$ cat src/rtl/snax_tcdm_credit_buffer.sv
// -----------------------------------------------------------------------------
// snax_tcdm_credit_buffer
//
// Purpose:
//   Elastic stage between the SNAX HWPE-to-reqrsp translator and one TCDM
//   interconnect port. Requests pass through a registered FIFO so accelerator
//   issue is decoupled from interconnect grant. Reads are bounded by a credit
//   counter so every TCDM read response has a guaranteed slot in the local
//   response FIFO (TCDM responses carry no ready).
//
// Ports:
//   clk_i, rst_i               clock, asynchronous active-high reset
//   in_q_*                     upstream request channel (valid/ready + payload)
//   in_p_*                     upstream read response channel (valid/ready + data)
//   out_q_*                    TCDM request channel (valid/ready + payload)
//   out_p_*                    TCDM read response (valid + data, no ready)
//   credit_o                   reads issued but not yet popped upstream
//   err_o                      sticky error: stray or overflowing response
//
// Optional build macro:
//   SNAX_TCDM_BUF_PERF_EN      adds perf_clr_i, perf_stall_credit_o and
//                              perf_stall_gnt_o (32-bit saturating counters).
// -----------------------------------------------------------------------------
module snax_tcdm_credit_buffer #(
  parameter int unsigned DataWidth      = 32,
  parameter int unsigned AddrWidth      = 32,
  parameter int unsigned ReqDepth       = 2,
  parameter int unsigned MaxOutstanding = 4,
  localparam int unsigned StrbWidth     = DataWidth / 8,
  localparam int unsigned CreditWidth   = $clog2(MaxOutstanding + 1)
) (
  input  logic                   clk_i,
  input  logic                   rst_i,
  input  logic                   in_q_valid_i,
  output logic                   in_q_ready_o,
  input  logic [AddrWidth-1:0]   in_q_addr_i,
  input  logic                   in_q_write_i,
  input  logic [DataWidth-1:0]   in_q_data_i,
  input  logic [StrbWidth-1:0]   in_q_strb_i,
  output logic                   in_p_valid_o,
  input  logic                   in_p_ready_i,
  output logic [DataWidth-1:0]   in_p_data_o,
  output logic                   out_q_valid_o,
  input  logic                   out_q_ready_i,
  output logic [AddrWidth-1:0]   out_q_addr_o,
  output logic                   out_q_write_o,
  output logic [DataWidth-1:0]   out_q_data_o,
  output logic [StrbWidth-1:0]   out_q_strb_o,
  input  logic                   out_p_valid_i,
  input  logic [DataWidth-1:0]   out_p_data_i,
  output logic [CreditWidth-1:0] credit_o,
`ifdef SNAX_TCDM_BUF_PERF_EN
  input  logic                   perf_clr_i,
  output logic [31:0]            perf_stall_credit_o,
  output logic [31:0]            perf_stall_gnt_o,
`endif
  output logic                   err_o
);

  // Pointers keep at least one bit so single-entry FIFOs still elaborate.
  localparam int unsigned ReqPtrW = (ReqDepth > 1) ? $clog2(ReqDepth) : 1;
  localparam int unsigned ReqCntW = $clog2(ReqDepth + 1);
  localparam int unsigned RspPtrW = (MaxOutstanding > 1) ? $clog2(MaxOutstanding) : 1;

  typedef struct packed {
    logic [AddrWidth-1:0] addr;
    logic                 write;
    logic [DataWidth-1:0] data;
    logic [StrbWidth-1:0] strb;
  } req_t;

  function automatic logic [ReqPtrW-1:0] req_ptr_inc(input logic [ReqPtrW-1:0] p);
    if (p == ReqPtrW'(ReqDepth - 1)) return '0;
    return p + 1'b1;
  endfunction

  function automatic logic [RspPtrW-1:0] rsp_ptr_inc(input logic [RspPtrW-1:0] p);
    if (p == RspPtrW'(MaxOutstanding - 1)) return '0;
    return p + 1'b1;
  endfunction

  // Request FIFO state
  req_t [ReqDepth-1:0]          req_mem_q, req_mem_d;
  logic [ReqPtrW-1:0]           req_wr_ptr_q, req_wr_ptr_d;
  logic [ReqPtrW-1:0]           req_rd_ptr_q, req_rd_ptr_d;
  logic [ReqCntW-1:0]           req_cnt_q, req_cnt_d;

  // Response FIFO state
  logic [MaxOutstanding-1:0][DataWidth-1:0] rsp_mem_q, rsp_mem_d;
  logic [RspPtrW-1:0]           rsp_wr_ptr_q, rsp_wr_ptr_d;
  logic [RspPtrW-1:0]           rsp_rd_ptr_q, rsp_rd_ptr_d;
  logic [CreditWidth-1:0]       rsp_cnt_q, rsp_cnt_d;

  logic [CreditWidth-1:0]       credit_q, credit_d;
  logic                         err_q, err_d;

  req_t                         req_head;
  logic                         req_full, req_empty, issue_ok;
  logic                         req_push, req_pop, read_issue;
  logic                         rsp_full, rsp_empty, rsp_push, rsp_pop;
  logic [CreditWidth-1:0]       in_flight;
  logic                         stray, overflow;

  // ---------------------------------------------------------------------------
  // Request side: head of the FIFO drives the TCDM request directly.
  // ---------------------------------------------------------------------------
  assign req_head  = req_mem_q[req_rd_ptr_q];
  assign req_full  = (req_cnt_q == ReqCntW'(ReqDepth));
  assign req_empty = (req_cnt_q == '0);
  // Credit only rises on a read issue, so a waiting head never loses issue_ok.
  assign issue_ok  = req_head.write | (credit_q < CreditWidth'(MaxOutstanding));

  assign in_q_ready_o  = ~req_full;
  assign out_q_valid_o = ~req_empty & issue_ok;
  assign out_q_addr_o  = req_head.addr;
  assign out_q_write_o = req_head.write;
  assign out_q_data_o  = req_head.data;
  assign out_q_strb_o  = req_head.strb;

  assign req_push   = in_q_valid_i & ~req_full;
  assign req_pop    = out_q_valid_o & out_q_ready_i;
  assign read_issue = req_pop & ~req_head.write;

  always_comb begin
    req_mem_d    = req_mem_q;
    req_wr_ptr_d = req_wr_ptr_q;
    req_rd_ptr_d = req_rd_ptr_q;
    req_cnt_d    = req_cnt_q;
    if (req_push) begin
      req_mem_d[req_wr_ptr_q] = '{addr:  in_q_addr_i,
                                  write: in_q_write_i,
                                  data:  in_q_data_i,
                                  strb:  in_q_strb_i};
      req_wr_ptr_d = req_ptr_inc(req_wr_ptr_q);
    end
    if (req_pop) req_rd_ptr_d = req_ptr_inc(req_rd_ptr_q);
    case ({req_push, req_pop})
      2'b10:   req_cnt_d = req_cnt_q + 1'b1;
      2'b01:   req_cnt_d = req_cnt_q - 1'b1;
      default: req_cnt_d = req_cnt_q;
    endcase
  end

  // ---------------------------------------------------------------------------
  // Response side: credit minus occupancy is the number of reads still in the
  // interconnect; a response arriving when that is zero has no owner.
  // ---------------------------------------------------------------------------
  assign rsp_full  = (rsp_cnt_q == CreditWidth'(MaxOutstanding));
  assign rsp_empty = (rsp_cnt_q == '0);
  assign in_flight = credit_q - rsp_cnt_q;

  assign in_p_valid_o = ~rsp_empty;
  assign in_p_data_o  = rsp_mem_q[rsp_rd_ptr_q];

  assign rsp_pop  = in_p_valid_o & in_p_ready_i;
  assign stray    = out_p_valid_i & (in_flight == '0);
  // A pop in the same cycle frees the slot, so only a full FIFO without pop overflows.
  assign overflow = out_p_valid_i & ~stray & rsp_full & ~rsp_pop;
  assign rsp_push = out_p_valid_i & ~stray & ~overflow;

  always_comb begin
    rsp_mem_d    = rsp_mem_q;
    rsp_wr_ptr_d = rsp_wr_ptr_q;
    rsp_rd_ptr_d = rsp_rd_ptr_q;
    rsp_cnt_d    = rsp_cnt_q;
    if (rsp_push) begin
      rsp_mem_d[rsp_wr_ptr_q] = out_p_data_i;
      rsp_wr_ptr_d = rsp_ptr_inc(rsp_wr_ptr_q);
    end
    if (rsp_pop) rsp_rd_ptr_d = rsp_ptr_inc(rsp_rd_ptr_q);
    case ({rsp_push, rsp_pop})
      2'b10:   rsp_cnt_d = rsp_cnt_q + 1'b1;
      2'b01:   rsp_cnt_d = rsp_cnt_q - 1'b1;
      default: rsp_cnt_d = rsp_cnt_q;
    endcase
  end

  always_comb begin
    case ({read_issue, rsp_pop})
      2'b10:   credit_d = credit_q + 1'b1;
      2'b01:   credit_d = credit_q - 1'b1;
      default: credit_d = credit_q;
    endcase
    err_d = err_q | stray | overflow;
  end

  assign credit_o = credit_q;
  assign err_o    = err_q;

  always_ff @(posedge clk_i or posedge rst_i) begin
    if (rst_i) begin
      req_mem_q    <= '0;
      req_wr_ptr_q <= '0;
      req_rd_ptr_q <= '0;
      req_cnt_q    <= '0;
      rsp_mem_q    <= '0;
      rsp_wr_ptr_q <= '0;
      rsp_rd_ptr_q <= '0;
      rsp_cnt_q    <= '0;
      credit_q     <= '0;
      err_q        <= 1'b0;
    end else begin
      req_mem_q    <= req_mem_d;
      req_wr_ptr_q <= req_wr_ptr_d;
      req_rd_ptr_q <= req_rd_ptr_d;
      req_cnt_q    <= req_cnt_d;
      rsp_mem_q    <= rsp_mem_d;
      rsp_wr_ptr_q <= rsp_wr_ptr_d;
      rsp_rd_ptr_q <= rsp_rd_ptr_d;
      rsp_cnt_q    <= rsp_cnt_d;
      credit_q     <= credit_d;
      err_q        <= err_d;
    end
  end

`ifdef SNAX_TCDM_BUF_PERF_EN
  // ---------------------------------------------------------------------------
  // Stall counters: hold at all-ones instead of wrapping.
  // ---------------------------------------------------------------------------
  function automatic logic [31:0] sat_inc(input logic [31:0] v);
    if (v == 32'hFFFF_FFFF) return v;
    return v + 32'd1;
  endfunction

  logic [31:0] perf_stall_credit_q, perf_stall_credit_d;
  logic [31:0] perf_stall_gnt_q, perf_stall_gnt_d;

  always_comb begin
    perf_stall_credit_d = perf_stall_credit_q;
    perf_stall_gnt_d    = perf_stall_gnt_q;
    if (perf_clr_i) begin
      perf_stall_credit_d = '0;
      perf_stall_gnt_d    = '0;
    end else begin
      if (~req_empty & ~issue_ok) perf_stall_credit_d = sat_inc(perf_stall_credit_q);
      if (out_q_valid_o & ~out_q_ready_i) perf_stall_gnt_d = sat_inc(perf_stall_gnt_q);
    end
  end

  always_ff @(posedge clk_i or posedge rst_i) begin
    if (rst_i) begin
      perf_stall_credit_q <= '0;
      perf_stall_gnt_q    <= '0;
    end else begin
      perf_stall_credit_q <= perf_stall_credit_d;
      perf_stall_gnt_q    <= perf_stall_gnt_d;
    end
  end

  assign perf_stall_credit_o = perf_stall_credit_q;
  assign perf_stall_gnt_o    = perf_stall_gnt_q;
`endif

endmodule

$ cat config.mk
export PLATFORM = sky130hd
export DESIGN_NAME = snax_tcdm_credit_buffer
export DESIGN_NICKNAME = d
export VERILOG_FILES = /design/src/rtl/snax_tcdm_credit_buffer.sv
export SDC_FILE = /design/constraint.sdc
export NUM_CORES = 1
export LEC_CHECK = 0
export CORE_UTILIZATION = 53
export DETAILED_ROUTE_END_ITERATION = 8
export HOLD_SLACK_MARGIN = 0.06
export PLACE_DENSITY = 0.84
export SLEW_MARGIN = 20
export SYNTH_ARGS = -nofsm -noshare
export SYNTH_HDL_FRONTEND = slang
export SYNTH_SLANG_ARGS = --single-unit
$ cat constraint.sdc
create_clock -name clk_i -period 14.1 [get_ports clk_i]
set_input_delay 4.23 -clock clk_i [delete_from_list [all_inputs] [get_ports clk_i]]
set_output_delay 4.23 -clock clk_i [all_outputs]
set_load 0.01 [all_outputs]
==> reports/results.ini <==
[timing]
hold_viol=0
drv_slew=0
max_clock_freq_mhz=138
fin_setup_tns_ps=0
post-route-min-period_ps=7270
fin_crit_sh_pct=51.5
fin_skew_ps=22.2
setup_viol=0
rsz0062_at_grt=no
tightest_slew_ps=989
timing.slew.headroom_pct=34.0

[logic_synthesis]
synthesis.nets=922
ys_async_sr_fraction_pct=100
synth_area_leaders=dfrtp_1 56%, mux2_2 29%, mux4_2 5.7%
synthFlopType=dfrtp_1
synthCells=804
post-synth-top-area-fraction_pct=55.5
synth_area_mm2=0.0127
synth_area_leader_cell=dfrtp_1
ys_ff_latch=281
syn_area_per_cell_um2=15.7
synth.distinct_cells=45
synth_seq_area_share_pct=55.5
synth-edff-count=0
ys_warn_count=0

[global_routing]
grt_max_degree=147
grt_pass1_wl_um=41900
track_usage_pct=21.7
grt_overflow_total=0
antenna_found_initial=1
grt_pass1_vias=7977

[detailed_routing]
first_pass_iters=4
wl_per_cell_um=19.1
met2_length_um=12400
vias=7347
antenna_left=0
drt_iter0_markers=388
met1Wirelength_um=10500
highest_layer=met4
drc=0
wirelength_um=25700
via_per_inst=5.45
wl_met3_um=2420

[setup_path]
worstSetupEndpointType=output port
cp_cell_sequence=buf_4, mux2i_1, a21oi_1, clkdlybuf4s50_1
cp.required_ps=9870
cp-start-kind=register
cpMaxStageDelayCell=dfrtp_2
r2r_cells=11
slowest_delay_ps=830
crit_arrival_ps=3040
crit_type=register to output port
crit_fanout=41

[placement]
gp_congestion=0.863
numPortBuffers=214
dp_hpwl_um=16200

[floorplanning]
coreArea_mm2=0.0235
ios=215
die_w_um=157
start_util_pct=53.9
rows=56
dieArea_mm2=0.0245
die_height_um=157

[cts]
post_cts_buffers=0
numCtsBuffers=31
cts_hold_buf=0
ctsResizeCount=0
cts_htree_levels=1
cts_sinks=281
clockBufferDepth=3
cts-root-buf=clkbuf_16
cts_tree=yes
clk_latency_ps=550
clkSlewWorstSetupHoldPaths_ps=60

[power_and_ir_drop]
irDropWorstVdd_mv=0.162
cellLeakagePower_nw=6.69
cellPowerDensity_mw_per_mm2=265

[finish]
final_core_util_pct=67.9
layout-drive-gt1-share_pct=42.5
area_delta_synth_final_pct=25.9
nets=1128

[min_path]
min_path_type=register to register
whs_path_depth=1

[flow_run]
maxCapViolations=0

[run_status]
run_status=finished, final reports clean

==> registers in the layout, indices dropped and copies added, names as in the netlist <==
signal        flops
rsp_mem_q       128
rsp_wr_ptr_q      2
err_o             1
rsp_rd_ptr_q      2
req_rd_ptr_q      1
rsp_cnt_q         3
credit_o          3
req_wr_ptr_q      1
req_cnt_q         2
req_mem_q       138
==> Yosys cell counts, types with 7 or more instances <==
library cell	count
mux2_2	331
dfrtp_1	281
mux4_2	32
clkbuf_1	15
nand2_1	13
buf_2	12
inv_1	11
nor2_1	10
ha_1	9
buf_1	7
mux2_4	7
o21ai_0	7
==> through the flow <==
step	power [mW]	cells	setup slack, ps	hold slack (ps)	instance area, um2
after CTS	4.27	1348	6710	476	15900
after global routing	4.47	1348	6600	491	15900
after global placement	3.41	1296	7160	459	15000
final	4.22	1349	6830	467	15900
after floorplan	2.70	804	2120	459	12700
after detailed placement	3.46	1296	7060	459	15000
==> where the power goes <==
group          leakage (nW)  total [mW]  internal (mW)  switching, mW
sequential             3.32        1.46           1.23          0.235
clock                 0.490       0.768          0.457          0.311
combinational          2.88        1.99           1.23          0.759
total                  6.69        4.22           2.91           1.31
==> cells by family (layout without fill, tap and decap cells) <==
family / after synthesis / count (layout) / share of synthesized area [%]
and+or+nand+nor: 43 / 43 / 1.76
muxes: 375 / 375 / 36.4
xor gates and xnor gates: 12 / 12 / 0.949
AOI/OAI and AO/OA: 23 / 23 / 1.25
DFF: 281 / 281 / 55.5
adders and majority gates: 11 / 11 / 1.21
other: 0 / 1 / 0
buffers and inverters: 59 / 284 / 2.94
==> path summary, 6_finish.rpt <==
kind | start | slack [ps] | endpoint
max | req_rd_ptr_q | 6830 | out_q_valid_o
min | err_o | 470 | err_o
max reg2reg | rsp_cnt_q[1] | 10670 | rsp_cnt_q[2]
min reg2reg | err_o | 470 | err_o
max in group asynchronous | rst_i | 8530 | rsp_rd_ptr_q[0]
min in group asynchronous | rst_i | 4230 | req_mem_q[45]
==> per-layer routing <==
metal	GRT usage [%]	vias to the layer above
met5	0	-
met4	4.76	0
met3	8.72	35
met2	36.3	191
met1	26.4	3777
li1	-	3344
==> critical path, delay by kind of cell, from the launching register on <==
family,cells,cell delay [ps]
compound gates,1,210
buf+inv,2,1200
flops,1,830
mux,1,210
==> cell type report <==
type	count	area [um2]
clock buffer	39	846
fill	1673	7540
sequential	281	7030
timing repair buffer	220	2200
multi-input combinational	464	5280
antenna	1	2.50
inverter	12	52.6
tap	319	399
clock inverter	13	125
==> cell usage in the layout, fill, tap and decap left out, drive strengths merged, types with 6 or more instances in the layout <==
| cell | instances |
|---|---|
| mux2 | 339 |
| dfrtp | 281 |
| clkdlybuf4s50 | 214 |
| clkbuf | 39 |
| mux4 | 32 |
| nand2 | 17 |
| inv | 14 |
| nor2 | 10 |
| ha | 9 |
| clkinv | 9 |
| o21ai | 7 |
| xnor2 | 6 |
| buf | 6 |
(Power assumes the default switching activity.)
==> edit: new RTL, same flow settings <==
Set the parameter `DataWidth` to 40 (it was 32).
--- a/src/rtl/snax_tcdm_credit_buffer.sv
+++ b/src/rtl/snax_tcdm_credit_buffer.sv
@@ -22,7 +22,7 @@
 //                              perf_stall_gnt_o (32-bit saturating counters).
 // -----------------------------------------------------------------------------
 module snax_tcdm_credit_buffer #(
-  parameter int unsigned DataWidth      = 32,
+  parameter int unsigned DataWidth      = 40,
   parameter int unsigned AddrWidth      = 32,
   parameter int unsigned ReqDepth       = 2,
   parameter int unsigned MaxOutstanding = 4,
Ports: changed (6 resized); port bits go from 215 to 249. The function was not compared with the original's and may differ.
==> edit against the unedited design <==
Total power rose by 21%; die area rose by 15%; wire length rose by 18%; largest cell class unchanged; area after synthesis rose by 15%; cell area rose by 18%; setup slack improved by 0.098 ns; sequential cell count rose by 50; clock power rose by 33%.
==> edit: results (changes against the unedited design) <==
** Run status
- Run status :: finished clean (unchanged)

** GRT
- The via count of the first global-routing pass is 9124 (was 7977).
- The total routing usage reported by global routing is 0.222 (was 0.217).
- Met1 demand-to-capacity share in global routing :: 0.285 (was 0.264)
- Largest net degree at the start of global routing :: 188 (was 147)
- Met2 Usage GRT :: 0.359 (was 0.363)

** Clocking
- The latest clock arrival within the worst-skew pair was 0.52 ns (was 0.55 ns).
- The number of H-tree levels was 2 (was 1).

** Layout
- N_diodes :: 0 (was 1)
- Register area :: 8290 um^2 (was 7030 um^2)
- Biggest regs :: rsp_mem_q: 160 flops, req_mem_q: 156 flops (was req_mem_q: 138 flops, rsp_mem_q: 128 flops)
- The final-stage net count came to 1268 (was 1128).

** Critical path
- Max stage delay cell, worst path :: buf_4 (was dfrtp_2)
- Reg-to-reg endpoint :: credit_o[2] (was rsp_cnt_q[2])
- The signal arrival time at the worst endpoint was 2.94 ns (was 3.04 ns).
- The peak fanout along the critical path was 73 (was 41).
- The stage delay of the slowest cell on the critical path was 0.77 ns (was 0.83 ns).

** Routing
- The overall via count from detail_route was 8258 (was 7347).
- Met2 Routed Length :: 14.6 mm (was 12.4 mm)
- The highest routing layer actually used is met5 (was met4).
- The average detailed-routed wire length per instance was 20.3 um (was 19.1 um).
- The iteration-0 DRC count of the detailed router was 429 (was 388).
- WL final :: 30.4 mm (was 25.7 mm)

** Power and ir drop
- The switching power total is 0.00154 W (was 0.00131 W).
- The power attributed to sequential cells came to 0.00174 W (was 0.00146 W).
- Internal Dissipation :: 0.00354 W (was 0.00291 W)
- The power in combinational cells is 0.00233 W (was 0.00199 W).
- Max IR drop VDD :: 0.155 mV (was 0.162 mV)

** Synth
- Share of the yosys chip area belonging to registers :: 0.566 (was 0.555)
- Unique cell type count in the Yosys netlist :: 30 (was 45)
- Synth cell count leaders :: 368 x mux2_2, 331 x dfrtp_1, 40 x mux4_2, 28 x mux2_4 (was 331 x mux2_2, 281 x dfrtp_1, 32 x mux4_2, 15 x clkbuf_1, 13 x nand2_1)
- Mean post-synth cell area :: 16.5 um^2 (was 15.7 um^2)
- Top cells by area, synth :: dfrtp_1 57%, mux2_2 28%, mux4_2 6.2% (was dfrtp_1 56%, mux2_2 29%, mux4_2 5.7%)

** Place
- The sum of net half-perimeters after detailed placement was 18.9 mm (was 16.2 mm).
- Area of placed instances :: 17400 um^2 (was 15000 um^2)

** Timing
- Achievable clock frequency :: 139 MHz (was 138 MHz)
- The worst-case hold slack came to 0.473 ns (was 0.467 ns).
- The worst relative slew slack was 0.255 (was 0.340).
==> edit: cell types whose count changed after synthesis, sizes merged, moves of 3 or more <==
cell and delta:
mux2 +57, buf +11, nor3 -3, o2111ai +3, o22ai -3, mux4 +8
o21ai -5, clkbuf -6, nand2 -12, dfrtp +50, nor2 -4, nand3 -3
==> edit: cells by family (layout without fill, tap and decap cells) <==
| group | after synthesis | after routing | share of synthesized area |
|---|---|---|---|
| AOI/OAI and AO/OA | 10 | 10 | 0.00667 |
| adders and majority gates | 12 | 12 | 0.0113 |
| xor gates and xnor gates | 13 | 13 | 0.00830 |
| muxes | 438 | 438 | 0.375 |
| DFF | 331 | 331 | 0.566 |
| buffers and inverters | 63 | 336 | 0.0258 |
| and+or+nand+nor | 18 | 18 | 0.00633 |
==> edit: area by class of cell <==
type | instances | share of cell area
clock buffer | 44 | 0.0519
clock inverter | 20 | 0.0167
inverter | 11 | 0.00260
multi-input combinational | 491 | 0.321
sequential | 331 | 0.442
tap | 341 | 0.0228
timing repair buffer | 261 | 0.143
